--- src/rtl/lane_pkg.sv ---
// Shared types and sizing helpers for the lane scan controller and its tap datapath.
package lane_pkg;

    typedef enum logic [1:0] {
        IDLE    = 2'd0,
        RECEIVE = 2'd1,
        REPORT  = 2'd2
    } state_t;

    // Headroom above the pixel width: three taps of up to |8| each, plus sign.
    localparam int TAP_GUARD_BITS = 6;

    function automatic int res_w(input int pix_w);
        return pix_w + TAP_GUARD_BITS;
    endfunction

    function automatic int pos_w(input int row_len);
        return (row_len - 2 > 1) ? $clog2(row_len - 2) : 1;
    endfunction

    function automatic int row_w(input int num_rows);
        return (num_rows > 1) ? $clog2(num_rows) : 1;
    endfunction

    function automatic logic [31:0] sat_conf(input logic [31:0] mag, input int conf_w);
        logic [31:0] lim;
        lim = (32'd1 << conf_w) - 32'd1;
        return (mag > lim) ? lim : mag;
    endfunction

endpackage

--- src/rtl/lane_scan_controller_edge_tap3.sv ---
// Combinational 3-tap signed filter over a two-pixel window plus the incoming pixel,
// producing the absolute value of the response one bit wider than the sum.
module edge_tap3
    import lane_pkg::*;
#(
    parameter int PIX_W = 8,
    parameter int K0    = -1,
    parameter int K1    = 0,
    parameter int K2    = 1
)(
    input  logic [PIX_W-1:0]        i_pixN2,
    input  logic [PIX_W-1:0]        i_pixN1,
    input  logic [PIX_W-1:0]        i_pixN,
    output logic [res_w(PIX_W):0]   o_mag
);

    localparam int RES_W = res_w(PIX_W);

    localparam logic signed [RES_W-1:0] C0 = RES_W'(K0);
    localparam logic signed [RES_W-1:0] C1 = RES_W'(K1);
    localparam logic signed [RES_W-1:0] C2 = RES_W'(K2);

    logic signed [RES_W-1:0] w_xN2;
    logic signed [RES_W-1:0] w_xN1;
    logic signed [RES_W-1:0] w_xN;
    logic signed [RES_W-1:0] w_resp;
    logic signed [RES_W:0]   w_wide;

    // Pixels are unsigned, so they enter the signed sum zero-extended.
    assign w_xN2 = $signed({{(RES_W-PIX_W){1'b0}}, i_pixN2});
    assign w_xN1 = $signed({{(RES_W-PIX_W){1'b0}}, i_pixN1});
    assign w_xN  = $signed({{(RES_W-PIX_W){1'b0}}, i_pixN});

    assign w_resp = (C0 * w_xN2) + (C1 * w_xN1) + (C2 * w_xN);

    // Negating at one extra bit keeps the most-negative response representable.
    assign w_wide = {w_resp[RES_W-1], w_resp};
    assign o_mag  = w_wide[RES_W] ? $unsigned(-w_wide) : $unsigned(w_wide);

endmodule

--- src/rtl/lane_scan_controller.sv ---
// Streams pixel rows, tracks the strongest 3-tap edge per row and reports
// position, saturated confidence and a threshold flag for every row of a frame.
module lane_scan_controller
    import lane_pkg::*;
#(
    parameter int PIX_W    = 8,
    parameter int ROW_LEN  = 32,
    parameter int NUM_ROWS = 1,
    parameter int K0       = -1,
    parameter int K1       = 0,
    parameter int K2       = 1,
    parameter int CONF_W   = 8,
    parameter int THRESH   = 16
)(
    input  logic                          clk,
    input  logic                          rst,
    input  logic                          start,
    input  logic [PIX_W-1:0]              rx_data,
    input  logic                          rx_valid,
    output logic                          rx_ready,
    output logic [pos_w(ROW_LEN)-1:0]     tx_pos,
    output logic [CONF_W-1:0]             tx_conf,
    output logic                          tx_lane_found,
    output logic [row_w(NUM_ROWS)-1:0]    tx_row,
    output logic                          tx_valid,
    input  logic                          tx_ready,
    output logic                          frame_done,
    output logic                          busy
);

    localparam int RES_W = res_w(PIX_W);
    localparam int MAG_W = RES_W + 1;
    localparam int POS_W = pos_w(ROW_LEN);
    localparam int ROW_W = row_w(NUM_ROWS);
    localparam int CNT_W = $clog2(ROW_LEN + 1);

    state_t             r_state;
    state_t             w_nextState;

    logic [CNT_W-1:0]   r_pixCnt;
    logic [PIX_W-1:0]   r_winN1;
    logic [PIX_W-1:0]   r_winN2;
    logic [MAG_W-1:0]   r_maxMag;
    logic [POS_W-1:0]   r_maxPos;
    logic [ROW_W-1:0]   r_row;
    logic [POS_W-1:0]   r_txPos;
    logic [CONF_W-1:0]  r_txConf;
    logic               r_txFound;
    logic               r_frameDone;

    logic [MAG_W-1:0]   w_mag;
    logic               w_rxFire;
    logic               w_txFire;
    logic               w_lastPix;
    logic               w_lastRow;
    logic               w_takeMax;
    logic [POS_W-1:0]   w_respIdx;
    logic [MAG_W-1:0]   w_finalMag;
    logic [POS_W-1:0]   w_finalPos;

    edge_tap3 #(
        .PIX_W (PIX_W),
        .K0    (K0),
        .K1    (K1),
        .K2    (K2)
    ) u_tap (
        .i_pixN2 (r_winN2),
        .i_pixN1 (r_winN1),
        .i_pixN  (rx_data),
        .o_mag   (w_mag)
    );

    assign w_rxFire  = rx_valid && (r_state == RECEIVE);
    assign w_txFire  = tx_ready && (r_state == REPORT);
    assign w_lastPix = (r_pixCnt == CNT_W'(ROW_LEN - 1));
    assign w_lastRow = (r_row == ROW_W'(NUM_ROWS - 1));
    assign w_respIdx = POS_W'(r_pixCnt - CNT_W'(2));

    // Index 0 always loads; later indices need a strictly larger magnitude so ties keep the earliest.
    assign w_takeMax  = (r_pixCnt >= CNT_W'(2)) &&
                        ((r_pixCnt == CNT_W'(2)) || (w_mag > r_maxMag));
    assign w_finalMag = w_takeMax ? w_mag : r_maxMag;
    assign w_finalPos = w_takeMax ? w_respIdx : r_maxPos;

    assign tx_pos        = r_txPos;
    assign tx_conf       = r_txConf;
    assign tx_lane_found = r_txFound;
    assign tx_row        = r_row;
    assign frame_done    = r_frameDone;

    always_ff @(posedge clk or posedge rst) begin
        if (rst) begin
            r_state <= IDLE;
        end else begin
            r_state <= w_nextState;
        end
    end

    always_comb begin
        w_nextState = r_state;
        rx_ready    = 1'b0;
        tx_valid    = 1'b0;
        busy        = 1'b0;
        case (r_state)
            IDLE: begin
                if (start) begin
                    w_nextState = RECEIVE;
                end
            end
            RECEIVE: begin
                rx_ready = 1'b1;
                busy     = 1'b1;
                if (w_rxFire && w_lastPix) begin
                    w_nextState = REPORT;
                end
            end
            REPORT: begin
                tx_valid = 1'b1;
                busy     = 1'b1;
                if (w_txFire) begin
                    w_nextState = w_lastRow ? IDLE : RECEIVE;
                end
            end
            default: begin
                w_nextState = IDLE;
            end
        endcase
    end

    // Window, argmax and result registers; results are latched on the final pixel so they hold through REPORT.
    always_ff @(posedge clk or posedge rst) begin
        if (rst) begin
            r_pixCnt    <= '0;
            r_winN1     <= '0;
            r_winN2     <= '0;
            r_maxMag    <= '0;
            r_maxPos    <= '0;
            r_row       <= '0;
            r_txPos     <= '0;
            r_txConf    <= '0;
            r_txFound   <= 1'b0;
            r_frameDone <= 1'b0;
        end else begin
            r_frameDone <= 1'b0;
            case (r_state)
                IDLE: begin
                    if (start) begin
                        r_pixCnt <= '0;
                        r_row    <= '0;
                        r_maxMag <= '0;
                        r_maxPos <= '0;
                    end
                end
                RECEIVE: begin
                    if (w_rxFire) begin
                        r_winN2  <= r_winN1;
                        r_winN1  <= rx_data;
                        r_pixCnt <= r_pixCnt + CNT_W'(1);
                        if (w_takeMax) begin
                            r_maxMag <= w_mag;
                            r_maxPos <= w_respIdx;
                        end
                        if (w_lastPix) begin
                            r_txPos   <= w_finalPos;
                            r_txConf  <= CONF_W'(sat_conf(32'(w_finalMag), CONF_W));
                            r_txFound <= (w_finalMag >= MAG_W'(THRESH));
                        end
                    end
                end
                REPORT: begin
                    if (w_txFire) begin
                        if (w_lastRow) begin
                            r_frameDone <= 1'b1;
                        end else begin
                            r_row    <= r_row + ROW_W'(1);
                            r_pixCnt <= '0;
                            r_maxMag <= '0;
                            r_maxPos <= '0;
                        end
                    end
                end
                default: begin
                end
            endcase
        end
    end

endmodule

--- config.mk ---
export PLATFORM = sky130hd
export DESIGN_NAME = lane_scan_controller
export DESIGN_NICKNAME = d
export VERILOG_FILES = /design/src/rtl/lane_pkg.sv /design/src/rtl/lane_scan_controller_edge_tap3.sv /design/src/rtl/lane_scan_controller.sv
export SDC_FILE = /design/constraint.sdc
export NUM_CORES = 1
export LEC_CHECK = 0
export BUFFER_PORTS_ARGS = -buffer_cell sky130_fd_sc_hd__buf_4
export CAP_MARGIN = 5
export CORE_AREA = 2 2 94 96
export DETAILED_ROUTE_END_ITERATION = 12
export DIE_AREA = 0 0 96 98
export PLACE_DENSITY = 0.71
export SLEW_MARGIN = 20
export SYNTH_ARGS = -nofsm -noshare
export SYNTH_HDL_FRONTEND = slang
export SYNTH_SLANG_ARGS = --single-unit
export TNS_END_PERCENT = 100
--- constraint.sdc ---
create_clock -name clk -period 4.31 [get_ports clk]
set_input_delay 0.431 -clock clk [delete_from_list [all_inputs] [get_ports clk]]
set_output_delay 0.431 -clock clk [all_outputs]
set_load 0.02 [all_outputs]
==> results.py <==
metrics = {
    "outcome": {
        "run_status": "finished with violations",
        "violations": "negative setup slack",
    },
    "global_route": {
        "use_met1_pct": 21.8,
        "grt_max_degree": 36,
        "grt_usage_pct": 18.2,
        "grt_first_pass_wirelength_mm": 13.4,
        "met2_usage_pct": 31.6,
        "gr-total-overflow": 0,
        "use_met3_pct": 5.09,
        "busiest_layer": "met2",
        "grt_pass1_vias": 2928,
        "antenna_found_initial": 0,
    },
    "finish": {
        "diodes": 0,
        "syn2layout_area_growth_pct": 24.4,
        "fin_nets": 488,
        "drive_above_1_share_pct": 27.6,
    },
    "synthesis": {
        "ys.flop_type": "dfrtp_1",
        "synth-edff-count": 0,
        "synth_top_cell_by_area": "dfrtp_1",
        "yosys-top-cells-area": "dfrtp_1, ha_1, mux2_2",
        "ys_ff_latch": 59,
        "ys_seq_area_share_pct": 39.9,
        "synth_warnings": 0,
        "yosysMostFrequentCell": "dfrtp_1",
        "yosysTopAreaCellShare_pct": 39.9,
        "async_flop_share_pct": 100,
        "synth_common_cells": "dfrtp_1, inv_1, ha_1",
        "syn_avg_cell_area_um2": 9.77,
        "syn-cell-area_um2": 3700,
        "syn_inst": 379,
        "synth_cell_type_count": 65,
    },
    "drt": {
        "num_vias": 2992,
        "drt_iter0_markers": 124,
        "drt_first_pass_iters": 4,
        "antenna_left": 0,
        "drt-wirelength-per-cell_um": 14.7,
        "drc": 0,
        "via_per_inst": 5.40,
        "wirelength_mm": 8.15,
    },
    "setup_path": {
        "worst-endpoint-arrival_ps": 4560,
        "worstSetupPathType": "flip-flop to flip-flop",
        "path_common_cell": "ha_4",
        "path_cells": "ha_4 > fa_2 > ha_4 > and2_4 > o21ai_2 > or3_1 > and3_4 > or2_4 > ha_4 > buf_6 > nand2_2 > o21a_1 > o2111ai_2 > a21oi_4 > buf_6 > a311o_1 > a21o_1 > o22a_1",
        "cpMaxStageDelayCell": "fa_2",
        "crit_cells": 18,
        "critical_path.max_stage_delay_ps": 600,
        "rrSetupSlack_ps": -20,
        "start_kind": "flip-flop",
        "crit_family": "compound AO/OA/AOI/OAI gates",
        "reg2reg_depth": 18,
        "path_buf_inv": 2,
        "end_kind": "flip-flop",
        "crit_required_ps": 4540,
        "cp_max_fo": 5,
    },
    "clock_network": {
        "clk_path_buf_depth": 2,
        "cts.sinks": 59,
        "clk_pin_slew_worst_paths_ps": 70,
        "cts_tree": "done",
        "htree_levels": 3,
        "hold_buffers": 0,
        "cts-root-buf": "clkbuf_8",
        "clk_latency_ps": 350,
        "cts_buffers": 9,
    },
    "floorplan": {
        "ios": 32,
        "die_y_um": 98,
        "coreArea_um2": 8470,
        "die-area_um2": 9410,
        "start_util_pct": 43.7,
        "die_w_um": 96,
        "floorplan.rows": 34,
    },
    "power": {
        "leakage_nw": 2.18,
        "power_density_nw_per_um2": 788,
        "ir_drop_v": 0.000487,
        "p_total_w": 0.00363,
    },
    "sta": {
        "hold_slack_ps": 117,
        "layout_min_cycle_time_ps": 4330,
        "tightest_slew_ps": 553,
        "setup_viol": 4,
        "fmax_ghz": 0.231,
        "slew_headroom_pct": 62.9,
        "fin_crit_sh_pct": 101,
        "hold_viol": 0,
        "rsz0062_at_grt": "true",
        "worst_slack_ps": -24.3,
        "fin_skew_ps": 9.66,
        "finalMaxSlewViolations": 0,
    },
    "placed_design": {
        "dp_hpwl_mm": 6.00,
        "globalplace.congestion": 0.939,
        "port_buffers": 30,
    },
    "run": {
        "cap_violations": 0,
    },
    "hold_path": {
        "worstHoldPathType": "input port to async pin",
    },
}
-- cells in the final DEF (no fill, tap or decap), types with 4 or more instances in the layout --
cell type	count
xor2_1	5
inv_1	36
clkbuf_8	10
mux2_2	14
a21oi_1	17
nand3_1	5
o22a_1	4
nand4_1	4
o21a_1	6
o22ai_1	5
mux2i_1	5
o31ai_1	5
nor3_1	10
a21o_1	6
conb_1	5
nor2_1	16
buf_4	57
and2_1	10
dfrtp_1	59
ha_1	30
o21ai_0	21
xnor2_1	7
nand2_1	29
-- per-layer routing --
metal	vias to the layer above	part of all wire [%]
met1	1454	44
met3	12	3.8
met2	56	51
met4	0	1.6
met5	-	0
li1	1470	-
-- worst register-to-register path, cell delays in order, from the launching register on --
cell and delay [ps]:
dfrtp_1 410, ha_4 180, fa_2 600, ha_4 140, and2_4 140, o21ai_2 50
or3_1 380, and3_4 200, or2_4 260, ha_4 280, buf_6 90, nand2_2 40
o21a_1 180, o2111ai_2 240, a21oi_4 120, buf_6 140, a311o_1 410, a21o_1 230
o22a_1 160
-- cells by family (layout without fill, tap and decap cells) --
logic type	after synthesis	in the layout	share of synthesized area, %
muxes	21	21	6.15
adders and majority gates	34	34	11.7
other	1	5	0.101
xor gates and xnor gates	12	12	2.84
AOI/OAI and AO/OA	100	100	19.8
buffers and inverters	53	116	5.68
DFF	59	59	39.9
and+or+nand+nor	99	99	13.9
-- final timing paths --
kind	from	to
min	rst	r_maxMag[4]
min in group clk	tx_ready	frame_done
min reg2reg	r_winN1[0]	r_winN1[0]
max reg2reg	r_winN2[0]	tx_conf[2]
max	r_winN2[0]	tx_conf[2]
max in group asynchronous	rst	r_winN2[4]
-- area by class of cell --
cell class                 instances  area (µm²)
clock buffer                      11         141
clock inverter                     5        52.6
fill                             746        3860
inverter                          38         143
multi-input combinational        271        2150
sequential                        59        1480
tap                              108         135
timing repair buffer              62         507
-- state kept, by name, indices dropped and copies added, names as in the netlist --
signal and cells:
r_maxMag 15, r_winN2 8, frame_done 1, r_winN1 8
r_maxPos 5, tx_conf 8, r_pixCnt 6, r_state 2
tx_lane_found 1, tx_pos 5
-- stage by stage --
step                instances  setup TNS [ps]  instance area [µm²]  setup WS (ps)  util, %
floorplan                 383               0                 3720            112        -
global placement          532            -281                 4220          -62.3     49.8
detailed placement        532           -2770                 4220           -247     49.8
CTS                       548               0                 4420           26.0     52.2
global route              554           -2390                 4610           -209     54.4
finish                    554           -84.3                 4610          -24.3     54.4
-- timing repair --
action	in CTS	in global routing
pin swaps	0	22
resized for setup	1	27
setup buffers	0	5
cloned	0	1
setup endpoints to repair	4	34
-- power breakdown --
| group | switching, W | internal [W] |
|---|---|---|
| Combinational | 0.00124 | 0.00112 |
| Sequential | 0.0000899 | 0.000686 |
| Clock | 0.000217 | 0.000279 |
(Power assumes the default switching activity.)
